## src/rtl/id_ex_stage.sv

```systemverilog
// ID/EX pipeline register with load-use bubble insertion and EX/MEM, MEM/WB operand forwarding.
// Held fields only move on an accepted handshake; forwarding is re-evaluated every cycle.
module id_ex_stage #(
  parameter int XLEN = 32,
  parameter int RA_W = 5
) (
  input  logic            clk,
  input  logic            rst,
  input  logic            flush,
  input  logic            id_valid,
  output logic            id_ready,
  input  logic [RA_W-1:0] id_rs1,
  input  logic [RA_W-1:0] id_rs2,
  input  logic            id_rs1_used,
  input  logic            id_rs2_used,
  input  logic [XLEN-1:0] id_rs1_data,
  input  logic [XLEN-1:0] id_rs2_data,
  input  logic [XLEN-1:0] id_imm,
  input  logic            id_use_imm,
  input  logic [3:0]      id_alu_op,
  input  logic [RA_W-1:0] id_rd,
  input  logic            id_reg_write,
  input  logic            id_is_load,
  output logic            ex_valid,
  input  logic            ex_ready,
  output logic [XLEN-1:0] operand_a,
  output logic [XLEN-1:0] operand_b,
  output logic [3:0]      alu_op,
  output logic [RA_W-1:0] ex_rd,
  output logic            ex_reg_write,
  output logic            ex_is_load,
  input  logic [RA_W-1:0] mem_rd,
  input  logic [RA_W-1:0] wb_rd,
  input  logic            mem_reg_write,
  input  logic            wb_reg_write,
  input  logic [XLEN-1:0] mem_result,
  input  logic [XLEN-1:0] wb_data,
  output logic [15:0]     bubble_count
);

  logic            valid_r;
  logic [RA_W-1:0] rs1_r, rs2_r, rd_r;
  logic            rs1_used_r, rs2_used_r, use_imm_r, reg_write_r, is_load_r;
  logic [XLEN-1:0] rs1_data_r, rs2_data_r, imm_r;
  logic [3:0]      alu_op_r;
  logic [15:0]     bubble_cnt_r;
  logic            hazard_s;
  logic            ready_s;
  logic [XLEN-1:0] fwd_a_s, fwd_b_s;

  // MEM beats WB; x0 and unread sources always take the register-file value
  function automatic logic [XLEN-1:0] fwd_sel(
    input logic [RA_W-1:0] src,
    input logic            used,
    input logic [XLEN-1:0] held_data,
    input logic [RA_W-1:0] m_rd,
    input logic            m_we,
    input logic [XLEN-1:0] m_val,
    input logic [RA_W-1:0] w_rd,
    input logic            w_we,
    input logic [XLEN-1:0] w_val
  );
    logic [XLEN-1:0] r;
    if (!used || src == {RA_W{1'b0}}) begin
      r = held_data;
    end else if (m_we && m_rd == src) begin
      r = m_val;
    end else if (w_we && w_rd == src) begin
      r = w_val;
    end else begin
      r = held_data;
    end
    return r;
  endfunction

  // Load-use hazard detection and the decode handshake
  always_comb begin
    hazard_s = valid_r && is_load_r && reg_write_r && (rd_r != {RA_W{1'b0}}) &&
               ((id_rs1_used && id_rs1 == rd_r) || (id_rs2_used && id_rs2 == rd_r));
    ready_s  = !flush && !hazard_s && (!valid_r || ex_ready);
  end

  // Operand forwarding against the live MEM/WB producers
  always_comb begin
    fwd_a_s = fwd_sel(rs1_r, rs1_used_r, rs1_data_r, mem_rd, mem_reg_write, mem_result,
                      wb_rd, wb_reg_write, wb_data);
    fwd_b_s = fwd_sel(rs2_r, rs2_used_r, rs2_data_r, mem_rd, mem_reg_write, mem_result,
                      wb_rd, wb_reg_write, wb_data);
    if (use_imm_r) begin
      operand_b = imm_r;
    end else begin
      operand_b = fwd_b_s;
    end
    operand_a = fwd_a_s;
  end

  // Pipeline register: flush, then capture, then drain, else hold
  always_ff @(posedge clk) begin
    if (rst) begin
      valid_r     <= 1'b0;
      rs1_r       <= {RA_W{1'b0}};
      rs2_r       <= {RA_W{1'b0}};
      rd_r        <= {RA_W{1'b0}};
      rs1_used_r  <= 1'b0;
      rs2_used_r  <= 1'b0;
      use_imm_r   <= 1'b0;
      reg_write_r <= 1'b0;
      is_load_r   <= 1'b0;
      rs1_data_r  <= {XLEN{1'b0}};
      rs2_data_r  <= {XLEN{1'b0}};
      imm_r       <= {XLEN{1'b0}};
      alu_op_r    <= 4'd0;
    end else if (flush) begin
      valid_r <= 1'b0;
    end else if (id_valid && ready_s) begin
      valid_r     <= 1'b1;
      rs1_r       <= id_rs1;
      rs2_r       <= id_rs2;
      rd_r        <= id_rd;
      rs1_used_r  <= id_rs1_used;
      rs2_used_r  <= id_rs2_used;
      use_imm_r   <= id_use_imm;
      reg_write_r <= id_reg_write;
      is_load_r   <= id_is_load;
      rs1_data_r  <= id_rs1_data;
      rs2_data_r  <= id_rs2_data;
      imm_r       <= id_imm;
      alu_op_r    <= id_alu_op;
    end else if (ex_ready) begin
      valid_r <= 1'b0;
    end else begin
      valid_r <= valid_r;
    end
  end

  // Saturating load-use bubble counter; survives flush
  always_ff @(posedge clk) begin
    if (rst) begin
      bubble_cnt_r <= 16'd0;
    end else if (hazard_s && id_valid && (!valid_r || ex_ready) && !flush &&
                 bubble_cnt_r != 16'hFFFF) begin
      bubble_cnt_r <= bubble_cnt_r + 16'd1;
    end else begin
      bubble_cnt_r <= bubble_cnt_r;
    end
  end

  assign id_ready     = ready_s;
  assign ex_valid     = valid_r;
  assign alu_op       = alu_op_r;
  assign ex_rd        = rd_r;
  assign ex_reg_write = reg_write_r && valid_r;
  assign ex_is_load   = is_load_r && valid_r;
  assign bubble_count = bubble_cnt_r;

endmodule

```

## config.mk

```make
export PLATFORM = sky130hd
export DESIGN_NAME = id_ex_stage
export DESIGN_NICKNAME = d
export VERILOG_FILES = /design/src/rtl/id_ex_stage.sv
export SDC_FILE = /design/constraint.sdc
export NUM_CORES = 1
export LEC_CHECK = 0
export BUFFER_PORTS_ARGS = -buffer_cell sky130_fd_sc_hd__buf_2
export CORE_MARGIN = 2
export CORE_UTILIZATION = 40
export DETAILED_ROUTE_END_ITERATION = 6
export HOLD_SLACK_MARGIN = 0.06
export PLACE_DENSITY = 0.67
export SLEW_MARGIN = 20
export SYNTH_ARGS = -nofsm -noshare
export SYNTH_HDL_FRONTEND = slang
export SYNTH_SLANG_ARGS = --single-unit
```

## constraint.sdc

```tcl
create_clock -name clk -period 3.15 [get_ports clk]
set_clock_uncertainty 0.15 [all_clocks]
set_input_delay 0.945 -clock clk [delete_from_list [all_inputs] [get_ports clk]]
set_output_delay 0.945 -clock clk [all_outputs]
set_load 0.05 [all_outputs]
```

======== After elaboration in Yosys (flattened, before gate mapping) ========
Index checks and enable logic that the tools add are counted.
storage, ports and cells
  register bits after elaboration ......... 137
  input port bits ......................... 201
  output and inout bits ................... 93
operators by class
  add/subtract/negate cells ............... 1
  equality and inequality tests ........... 7
  muxes and demuxes ....................... 9
  bitwise logic cells ..................... 1
  reductions and logical operators ........ 33
operators by type and width
  operator                 number
  $mux W32                 7
  $eq A5 B5 Y1             6
  $logic_and A1 B1 Y1      18
  $add A16 B1 Y16 const B  1
  $ne A16 B16 Y1 const B   1
  $logic_not A5 Y1         2
  $logic_not A1 Y1         5
  $reduce_bool A5 Y1       1
  $logic_or A1 B1 Y1       4
  $mux W1                  2
  $reduce_and A2 Y1        1
  $reduce_bool A2 Y1       1
  $reduce_or A2 Y1         1
  $not A1 Y1               1

======== Longest topological paths before layout ========
Gate-level depths: netlist of run 1.
  depth after elaboration ................. 9
  depth in mapped cells ................... 10
  mapped depth without buffers ............ 6

======== Worst setup path after synthesis of run 1 ========
Ideal clock, no wire load.
  path kind ............................... input-to-output
  start ................................... input port wb_rd[4]
  end ..................................... output port operand_b[30]
  data arrival time ....................... 3.060 ns
  setup slack ............................. -1.005 ns
  cell stages on the path ................. 5
  path buffers ............................ 0
  path through ............................ xor2_1 -> nor4_1 -> nand3_1 -> a31o_2 -> a221oi_1
between the ends
  word-level cells in the longest chain between the ends .. 6
ends and longest elaborated chain
  what                 RTL line  RTL
  start: declaration   33        input logic [RA_W-1:0] wb_rd,
  $eq A5 B5 Y1         68        end else if (w_we && w_rd == src) begin
  $logic_and A1 B1 Y1  68
  $mux W32             68
  $mux W32             66        end else if (m_we && m_rd == src) begin
  $mux W32             64        if (!used || src == {RA_W{1'b0}}) begin
  $mux W32             89        if (use_imm_r) begin
  end: declaration     27        output logic [XLEN-1:0] operand_b,
Every way passes these cells.

======== Worst setup path in the final report of run 1 ========
  start ................................... input port wb_rd[4]
  end ..................................... output port operand_b[18]
Same word-level chain as after synthesis.

==> out/qor.txt, run 1 <==
outcome: complete, but fails checks
failing checks: setup timing
DR top layer: met5
CTS max path bufs: 2
Worst Setup End Kind: output pin
gr ovfl total: 0
CTS buffer count: 17
largest net degree at the start of global routing: 117
initial antenna violation count: 8
DR WL met3: 2.48 mm
CP top delay family: buffers and inverters
Synth Warn #: 0
Final ANT Viol Nets: 0
Startpoint Class: primary input
Crit path required time: 2.05 ns
Syn Std Cell Area: 9660 um2
Post-synth ARST share: 0%
Crit Reg-Reg Endpoint: imm_r[5]$_SDFFE_PP0P_
Clock Sinks: 137
Final Hold Fails: 0
EDFF count, synth: 0
drt pass-1 iters: 6
Worst EP arrival: 2.76 ns
Post-DP HPWL: 25.7 mm
register clock-pin slew on the reported worst setup and hold paths: 0.06 ns
R2R depth: 8
Reg-to-Reg Start: ex_rd[3]$_SDFFE_PP0P_
top post-synthesis cells by area: dfxtp_1, nand2_1, a2bb2oi_1
Post-synth top flop: dfxtp_1
setup slack after layout: -0.709 ns
Hold EP: is_load_r$_SDFFE_PP0P_
DIE WIDTH: 159 um
vias in the first global route: 10755
Final Max Tran Viols: 0
M1 WL: 17.0 mm
Hold Path Origin: is_load_r$_SDFFE_PP0P_
post-synthesis sequential area ratio: 28.4%
critical path fanouts, max: 7
nets: 1793
first-pass GRT wire length: 59.5 mm
ratio of cells with drive above 1 in the final layout: 35.8%
Synth area leader: dfxtp_1
dpl cells: 1862
# port buffers: 293
die area: 25400 um2
Fin Hold WS: 0.351 ns
number of hold-repair buffers added at the cts stage: 0
Final min period: 3.86 ns
max-cap violations: 0
Synth-to-Final Area Change: 57.2%
vias per inst: 6.01
Lkg Pwr: 6.04 nW
Worst-Skew Late Latency: 0.43 ns
met2 wire length: 18.2 mm
most frequent cells in the layout: nand2_1, buf_2, dfxtp_1, and3_1
synthesized flop and latch total: 137
starting density of the core: 40.9%
Synth top area share: 28.4%
Critical Path, Cell by Cell: buf_6 -> xor2_1 -> nor4_2 -> buf_4 -> nand3_4 -> a21o_4 -> buf_16 -> o221ai_4 -> buf_6
GRT Total Usage: 29.0%
routability cong.: 0.924
worst hold path class: reg -> reg
Critical Path Max Stage Delay: 0.37 ns
CTS H-tree depth: 4
routed vias: 11595
die height: 159 um
Distinct cells, synth: 47
row cnt: 56
Least-Margin Pin Slew: 0.528 ns
FILL cells: 1926
Critical Path Most Common Cell: buf_6
Core ar.: 23600 um2
Slew Limit Headroom: 64.4%
Buf+Inv Stages, Crit Path: 4
Syn Nets: 1498
wire length per cell: 20.2 um
clk root buf: clkbuf_16
drt drc: 0
Ports: 294
flop-to-flop setup slack: 0.39 ns
TritonCTS clock tree: done
Crit-path slowest cell: nor4_2
Total Wirelength: 39.0 mm
Hold Crit Depth: 2
Syn Inst Count: 1296
Tcrit/Tclk final: 123%
Crit Path Class: in -> out
RSZ-0062 raised after global routing: true
Max VDD drop: 281 uV
final setup fails: 65
commonest non-fill, non-tap cell in the layout: nand2_1
Fmax: 259 MHz
Cell Pwr Density: 392 nW/um2
Final Non-Filler Cells: 1930
syn avg cell area: 7.46 um2
Initial DRC Count: 888
[tightest hold or removal path, stage by stage (launching register included)]
cell and delay [ns]:
dfxtp_1 0.32, nand2_1 0.06, a31oi_1 0.07
[where the power goes]
part / internal, W / switching [W]
combinational: 0.000882 / 0.00109
clock: 0.00111 / 0.000904
sequential: 0.00187 / 0.0000930
total: 0.00386 / 0.00209
[synthesized netlist by cell type, types with 18 or more instances]
library cell and count:
a2bb2oi_1 118, and3_1 121, buf_2 25, clkbuf_1 104, dfxtp_1 137, inv_1 68, mux2i_1 31, nand2_1 315
nand3_1 40, nor2_1 18, o221ai_1 63, o311ai_0 118, xnor2_1 22
[area by class of cell]
| cell class | instances | area [um2] | share of cell area (%) |
|---|---|---|---|
| multi-input combinational | 950 | 7590 | 50.0 |
| timing repair buffer | 417 | 3610 | 23.8 |
| sequential | 137 | 2740 | 18.1 |
| clock buffer | 17 | 425 | 2.80 |
| tap | 319 | 399 | 2.63 |
| inverter | 68 | 260 | 1.71 |
| clock inverter | 14 | 138 | 0.906 |
| antenna | 8 | 20.0 | 0.132 |
[kinds of logic (layout without fill, tap and decap cells)]
group	Yosys count	after routing	share of synthesized area [%]
DFF	137	137	28.4
xor gates and xnor gates	30	30	2.72
adders and majority gates	1	1	0.129
muxes	40	40	4.26
buffers and inverters	209	516	8.68
and+or+nand+nor	546	546	26.4
AOI/OAI and AO/OA	333	333	29.4
other	0	8	0
[how the worst max path moves through the flow]
stage / from / endpoint / cells past startpoint
after floorplan: wb_rd[2] / operand_b[10] / 6
after detailed placement: wb_rd[2] / operand_b[17] / 9
after global routing: wb_rd[4] / operand_b[18] / 9
after CTS: mem_rd[2] / operand_b[20] / 11
final: wb_rd[4] / operand_b[18] / 9
after global placement: wb_rd[2] / operand_b[25] / 9
[per-stage QoR]
step	utilization [%]	total power (W)	setup TNS [ns]	cell area (um2)	setup slack [ns]
detailed placement	54.8	0.00364	-45.64	12900	-0.892
global route	64.3	0.00618	-41.96	15200	-0.739
finish	64.3	0.00595	-38.67	15200	-0.709
CTS	62.3	0.00587	-36.05	14700	-0.648
global placement	54.8	0.00362	-46.04	12900	-0.884
floorplan	-	0.00310	-21.97	10600	-0.602
[routing by layer]
metal	global-route usage [%]	vias to the layer above
li1	-	5468
met1	39.2	5591
met2	46.2	450
met3	5.52	84
met4	10.4	2
met5	0	-
[timing repair]
| action | in CTS | in global routing |
|---|---|---|
| pin swaps | 20 | 34 |
| setup endpoints to repair | 65 | 65 |
| gates cloned | 8 | 5 |
| gates resized for setup | 214 | 45 |
| setup buffers | 10 | 14 |
[state kept, by name, summed over array words and instances, names as in the netlist]
| register | flops |
|---|---|
| imm_r | 32 |
| rs1_data_r | 32 |
| rs2_data_r | 32 |
| bubble_count | 16 |
| ex_rd | 5 |
| rs1_r | 5 |
| rs2_r | 5 |
| alu_op | 4 |
| ex_valid | 1 |
| is_load_r | 1 |
| reg_write_r | 1 |
| rs1_used_r | 1 |
| rs2_used_r | 1 |
| use_imm_r | 1 |
Power figures use the tool's default switching activity.
==> run 2: changes to the inputs <==
--- a/config.mk
+++ b/config.mk
@@ -11,6 +11,7 @@
 export DETAILED_ROUTE_END_ITERATION = 6
 export HOLD_SLACK_MARGIN = 0.06
 export PLACE_DENSITY = 0.67
+export SKIP_CTS_REPAIR_TIMING = 1
 export SLEW_MARGIN = 20
 export SYNTH_ARGS = -nofsm -noshare
 export SYNTH_HDL_FRONTEND = slang
==> run 2 against run 1 <==
Maximum frequency up 1.2%. The run still ends with setup timing left. Power down 0.65%. Register-to-register slack improved by 0.09 ns. Critical endpoint is now operand_b[25]. Wire length down 1.8%. Largest cell class unchanged.
==> out/qor.txt, run 2 (synthesis gave the netlist of run 1 again) <==
Slew Limit Headroom: 68.3% (was 64.4%)
FILL cells: 1966 (was 1926)
multi-input logic area: 7570 um2 (was 7590 um2)
register clock-pin slew on the reported worst setup and hold paths: 0.06 ns (about the same)
Synth-to-Final Area Change: 54.6% (was 57.2%)
Core ar.: 23600 um2 (unchanged)
row cnt: 56 (unchanged)
Worst-Skew Late Latency: 0.43 ns (about the same)
routed vias: 11470 (was 11595)
max-cap violations: 0 (unchanged)
Final Non-Filler Cells: 1918 (was 1930)
Reg power frac: 33.2% (was 33.0%)
setup slack after layout: -0.664 ns (was -0.709 ns)
Max VDD drop: 276 uV (was 281 uV)
failing checks: setup timing (unchanged)
RSZ-0062 raised after global routing: true (unchanged)
Final ANT Viol Nets: 0 (unchanged)
ratio of cells with drive above 1 in the final layout: 35.2% (was 35.8%)
wire length per cell: 20.0 um (was 20.2 um)
gr ovfl total: 0 (unchanged)
drt drc: 0 (unchanged)
GRT Total Usage: 27.0% (was 29.0%)
routability cong.: 0.924 (unchanged)
Least-Margin Pin Slew: 0.475 ns (was 0.528 ns)
drt pass-1 iters: 5 (was 6)
critical path fanouts, max: 8 (was 7)
# port buffers: 293 (unchanged)
commonest non-fill, non-tap cell in the layout: nand2_1 (unchanged)
Sequential Area: 2740 um2 (about the same)
Final Max Tran Viols: 0 (unchanged)
Post-DP HPWL: 25.7 mm (unchanged)
first-pass GRT wire length: 55.8 mm (was 59.5 mm)
worst hold path class: reg -> reg (unchanged)
TritonCTS clock tree: done (unchanged)
Cell Pwr Density: 396 nW/um2 (was 392 nW/um2)
Lkg Pwr: 5.90 nW (was 6.04 nW)
Crit path required time: 2.05 ns (about the same)
Psw: 0.00208 W (was 0.00209 W)
Crit Path Class: in -> out (unchanged)
clock network power share: 34.0% (was 33.8%)
Fmax: 262 MHz (was 259 MHz)
CTS max path bufs: 2 (unchanged)
Worst Setup End Kind: output pin (unchanged)
biggest regs: imm_r (32), rs1_data_r (32), rs2_data_r (32) (unchanged)
vias in the first global route: 10260 (was 10755)
die height: 159 um (unchanged)
initial antenna violation count: 11 (was 8)
clk root buf: clkbuf_16 (unchanged)
dpl cells: 1862 (unchanged)
Total Wirelength: 38.3 mm (was 39.0 mm)
starting density of the core: 40.9% (unchanged)
final setup fails: 65 (unchanged)
vias per inst: 5.98 (was 6.01)
Ports: 294 (unchanged)
Logic pwr share: 32.8% (was 33.2%)
Final Hold Fails: 0 (unchanged)
Int Pwr: 0.00383 W (was 0.00386 W)
Tcrit/Tclk final: 121% (was 123%)
Fin Hold WS: 0.351 ns (about the same)
CTS buffer count: 17 (unchanged)
outcome: complete, but fails checks (unchanged)
nets: 1779 (was 1793)
DIE WIDTH: 159 um (unchanged)
Final min period: 3.81 ns (was 3.86 ns)
Clock Sinks: 137 (unchanged)
CTS H-tree depth: 4 (unchanged)
die area: 25400 um2 (unchanged)
most frequent cells in the layout: nand2_1, buf_2, dfxtp_1, and3_1 (unchanged)
pre-CTS setup slack: -0.892 ns (unchanged)
largest net degree at the start of global routing: 117 (unchanged)
switching share of power: 35.1% (about the same)
Startpoint Class: primary input (unchanged)
Initial DRC Count: 812 (was 888)
Worst EP arrival: 2.72 ns (was 2.76 ns)
==> run 2: changes by cell type in the layout (fill, tap and decap cells not counted), sizes merged <==
cell | before | now
buf | 412 | 394
diode | 8 | 10
clkbuf | 22 | 26
==> run 2: final cells by class <==
| type | instances | area share (%) |
|---|---|---|
| diodes | 10 | 0.168 |
| multi-input cells | 950 | 50.7 |
| clock buffers | 17 | 2.85 |
| well taps | 319 | 2.67 |
| inverters | 68 | 1.74 |
| flip-flops and latches | 137 | 18.4 |
| clock inverters | 14 | 0.922 |
| repair buffers | 403 | 22.6 |
==> run 2: path summary, 6_finish.rpt <==
path	startpoint	to	slack (ns)	cells past startpoint
max	mem_rd[2]	operand_b[25]	-0.66	11
min	is_load_r$_SDFFE_PP0P_	is_load_r$_SDFFE_PP0P_	0.35	2
min reg2reg	is_load_r$_SDFFE_PP0P_	is_load_r$_SDFFE_PP0P_	0.35	2
max reg2reg	ex_rd[2]$_SDFFE_PP0P_	rs1_data_r[14]$_SDFFE_PP0P_	0.48	7
==> run 2: critical path, cell delays in order <==
cell and delay (ns):
buf_8 0.10, xnor2_2 0.16, nand4_1 0.17, buf_4 0.19, nor2_4 0.10, buf_12 0.14, clkbuf_16 0.20, mux2i_4 0.29
buf_6 0.15, o221ai_2 0.10, buf_6 0.16
==> run 2: power groups by stage <==
stage	Clock (W)	Sequential (W)	Combinational (W)
6_report	0.00201	0.00196	0.00194
5_1_grt	0.00212	0.00198	0.00205
4_1_cts	0.00204	0.00195	0.00165
3_5_place_dp	0	0.00199	0.00165
3_3_place_gp	0	0.00199	0.00163
2_1_floorplan	0	0.00201	0.00109
==> run 2: layer usage <==
layer	wire [um]	vias up	GRT usage, %
met4	1040	2	8.02
met3	2010	69	5.00
met2	18000	400	41.9
met5	10	-	0
met1	17200	5558	38.1
li1	-	5441	-
==> run 2: stage by stage <==
stage	setup TNS, ns	total power (W)	area, um2	utilization [%]
after floorplan	-21.97	0.00310	10600	-
after global placement	-46.04	0.00362	12900	54.8
after detailed placement	-45.64	0.00364	12900	54.8
after CTS	-46.04	0.00564	13500	57.2
after global routing	-40.08	0.00615	14900	63.2
final	-35.95	0.00591	14900	63.2
==> run 3: changes to the inputs <==
--- a/config.mk
+++ b/config.mk
@@ -11,6 +11,7 @@
 export DETAILED_ROUTE_END_ITERATION = 6
 export HOLD_SLACK_MARGIN = 0.06
 export PLACE_DENSITY = 0.67
+export REMOVE_ABC_BUFFERS = 1
 export SKIP_CTS_REPAIR_TIMING = 1
 export SLEW_MARGIN = 20
 export SYNTH_ARGS = -nofsm -noshare
==> run 3 against run 2 <==
The flow still finishes with violations (setup timing). Power down 3.1%. Die area is the same. Sequential cell count unchanged. Maximum frequency fell by 1.9%. Worst setup slack got worse by 0.073 ns. Global-route usage fell by 3.0 points. Clock power increased by 5%. Critical path type unchanged. Largest power group unchanged.
==> out/qor.txt, run 3 (synthesis gave the netlist of run 1 again) <==
outcome: complete, but fails checks (unchanged)
failing checks: setup timing (unchanged)
Synth-to-Final Area Change: 39.1% (was 54.6%)
routability cong.: 0.852 (was 0.924)
Area after DPL: 11700 um2 (was 12900 um2)
TritonCTS clock tree: done (unchanged)
Ports: 294 (unchanged)
fin area: 13400 um2 (was 14900 um2)
Hold Path Origin: is_load_r$_SDFFE_PP0P_ (unchanged)
Core ar.: 23600 um2 (unchanged)
Final Hold Fails: 0 (unchanged)
wire length per cell: 17.6 um (was 20.0 um)
nets: 1747 (was 1779)
die area: 25400 um2 (unchanged)
Worst EP arrival: 2.79 ns (was 2.72 ns)
final setup fails: 64 (was 65)
drt drc: 0 (unchanged)
Worst-Skew Late Latency: 0.42 ns (was 0.43 ns)
vias in the first global route: 10078 (was 10260)
Total Wirelength: 33.0 mm (was 38.3 mm)
CTS max path bufs: 2 (unchanged)
biggest regs: imm_r (32), rs1_data_r (32), rs2_data_r (32) (unchanged)
total power: 0.00573 W (was 0.00591 W)
clock network power share: 37.0% (was 34.0%)
RSZ-0062 raised after global routing: true (unchanged)
first-pass GRT wire length: 50.8 mm (was 55.8 mm)
DIE WIDTH: 159 um (unchanged)
ratio of cells with drive above 1 in the final layout: 31.1% (was 35.2%)
Final ANT Viol Nets: 0 (unchanged)
Setup TNS Final: -42.09 ns (was -35.95 ns)
pre-CTS setup slack: -0.833 ns (was -0.892 ns)
starting density of the core: 40.9% (unchanged)
row cnt: 56 (unchanged)
# port buffers: 293 (unchanged)
switching share of power: 32.7% (was 35.1%)
Worst Setup End Kind: output pin (unchanged)
Reg power frac: 34.2% (was 33.2%)
register clock-pin slew on the reported worst setup and hold paths: 0.06 ns (about the same)
commonest non-fill, non-tap cell in the layout: nand2_1 (unchanged)
Clock Sinks: 137 (unchanged)
Final min period: 3.89 ns (was 3.81 ns)
Max VDD drop: 289 uV (was 276 uV)
vias per inst: 5.87 (was 5.98)
Logic pwr share: 28.8% (was 32.8%)
die height: 159 um (unchanged)
critical path fanouts, max: 21 (was 8)
gr ovfl total: 0 (unchanged)
Fmax: 257 MHz (was 262 MHz)
routed vias: 11055 (was 11470)
multi-input logic area: 6640 um2 (was 7570 um2)
drt pass-1 iters: 6 (was 5)
Post-DP HPWL: 21.4 mm (was 25.7 mm)
Psw: 0.00187 W (was 0.00208 W)
Fin Hold WS: 0.371 ns (was 0.351 ns)
FILL cells: 2178 (was 1966)
Lkg Pwr: 5.48 nW (was 5.90 nW)
Least-Margin Pin Slew: 0.741 ns (was 0.475 ns)
Crit Path Class: in -> out (unchanged)
worst hold path class: reg -> reg (unchanged)
most frequent cells in the layout: nand2_1, buf_2, dfxtp_1, and3_1 (unchanged)
CP startpoint: wb_rd[2] (was mem_rd[2])
Final Max Tran Viols: 0 (unchanged)
Int Pwr: 0.00385 W (was 0.00383 W)
Reg-to-Reg Start: ex_rd[4]$_SDFFE_PP0P_ (was ex_rd[2]$_SDFFE_PP0P_)
GRT Total Usage: 24.0% (was 27.0%)
Crit path required time: 2.05 ns (about the same)
Slew Limit Headroom: 50.6% (was 68.3%)
clk root buf: clkbuf_16 (unchanged)
CTS buffer count: 17 (unchanged)
Sequential Area: 2750 um2 (was 2740 um2)
max-cap violations: 0 (unchanged)
Initial DRC Count: 839 (was 812)
Tcrit/Tclk final: 123% (was 121%)
largest net degree at the start of global routing: 171 (was 117)
Cell Pwr Density: 426 nW/um2 (was 396 nW/um2)
initial antenna violation count: 5 (was 11)
setup slack after layout: -0.737 ns (was -0.664 ns)
Startpoint Class: primary input (unchanged)
CTS H-tree depth: 4 (unchanged)
[run 3: cell count changes in the layout (fill, tap and decap cells not counted), moves of 5 or more]
| cell | before | now |
|---|---|---|
| o221ai_4 | 56 | 9 |
| buf_6 | 81 | 52 |
| o221ai_2 | 7 | 35 |
| mux2i_1 | 11 | 31 |
| mux2i_4 | 20 | 0 |
| o221ai_1 | 0 | 19 |
| buf_4 | 54 | 66 |
| buf_12 | 30 | 21 |
| clkbuf_16 | 26 | 21 |
| diode_2 | 10 | 5 |
| xnor2_1 | 13 | 18 |
| xnor2_2 | 9 | 4 |
[run 3: stage by stage]
step                      cells  util (%)
final                      1882      56.9
after global routing       1879      56.9
after CTS                  1863      52.3
after detailed placement   1831      49.7
after global placement     1831      49.7
after floorplan            1155         -
[run 3: final timing paths]
kind / end / slack (ns) / cells after the start
hold / removal: is_load_r$_SDFFE_PP0P_ / 0.37 / 2
setup / recovery: operand_a[31] / -0.74 / 10
hold reg to reg: is_load_r$_SDFFE_PP0P_ / 0.37 / 2
setup reg to reg: rs2_data_r[16]$_SDFFE_PP0P_ / 0.51 / 7
[run 3: cell type report]
class                      instances  area share, %
inverter                          68           1.94
clock buffer                      20           3.32
timing repair buffer             371           20.6
clock inverter                    12           1.23
antenna                            5         0.0931
tap                              319           2.97
multi-input combinational        950           49.4
sequential                       137           20.5
[run 3: metal layers]
layer	up-vias	global-route usage, %	part of all wire, %
met2	439	40.0	48
li1	5353	-	-
met5	-	0	0
met4	0	8.02	2.7
met1	5200	30.5	43
met3	63	5.73	6.8
[run 3: power groups by stage]
stage                     Clock, W  Sequential (W)  Combinational [W]
after floorplan                  0         0.00202           0.000909
after global routing       0.00225         0.00197            0.00176
final                      0.00212         0.00196            0.00165
after detailed placement         0         0.00199            0.00140
after CTS                  0.00217         0.00195            0.00141
after global placement           0         0.00199            0.00138
[run 3: critical path, cell delays in order]
cell and delay (ns):
buf_8 0.10, buf_4 0.12, buf_6 0.11, xor2_2 0.14, nor4_2 0.32, and3_4 0.27
o21a_4 0.19, buf_12 0.18, o221ai_1 0.16, buf_4 0.22
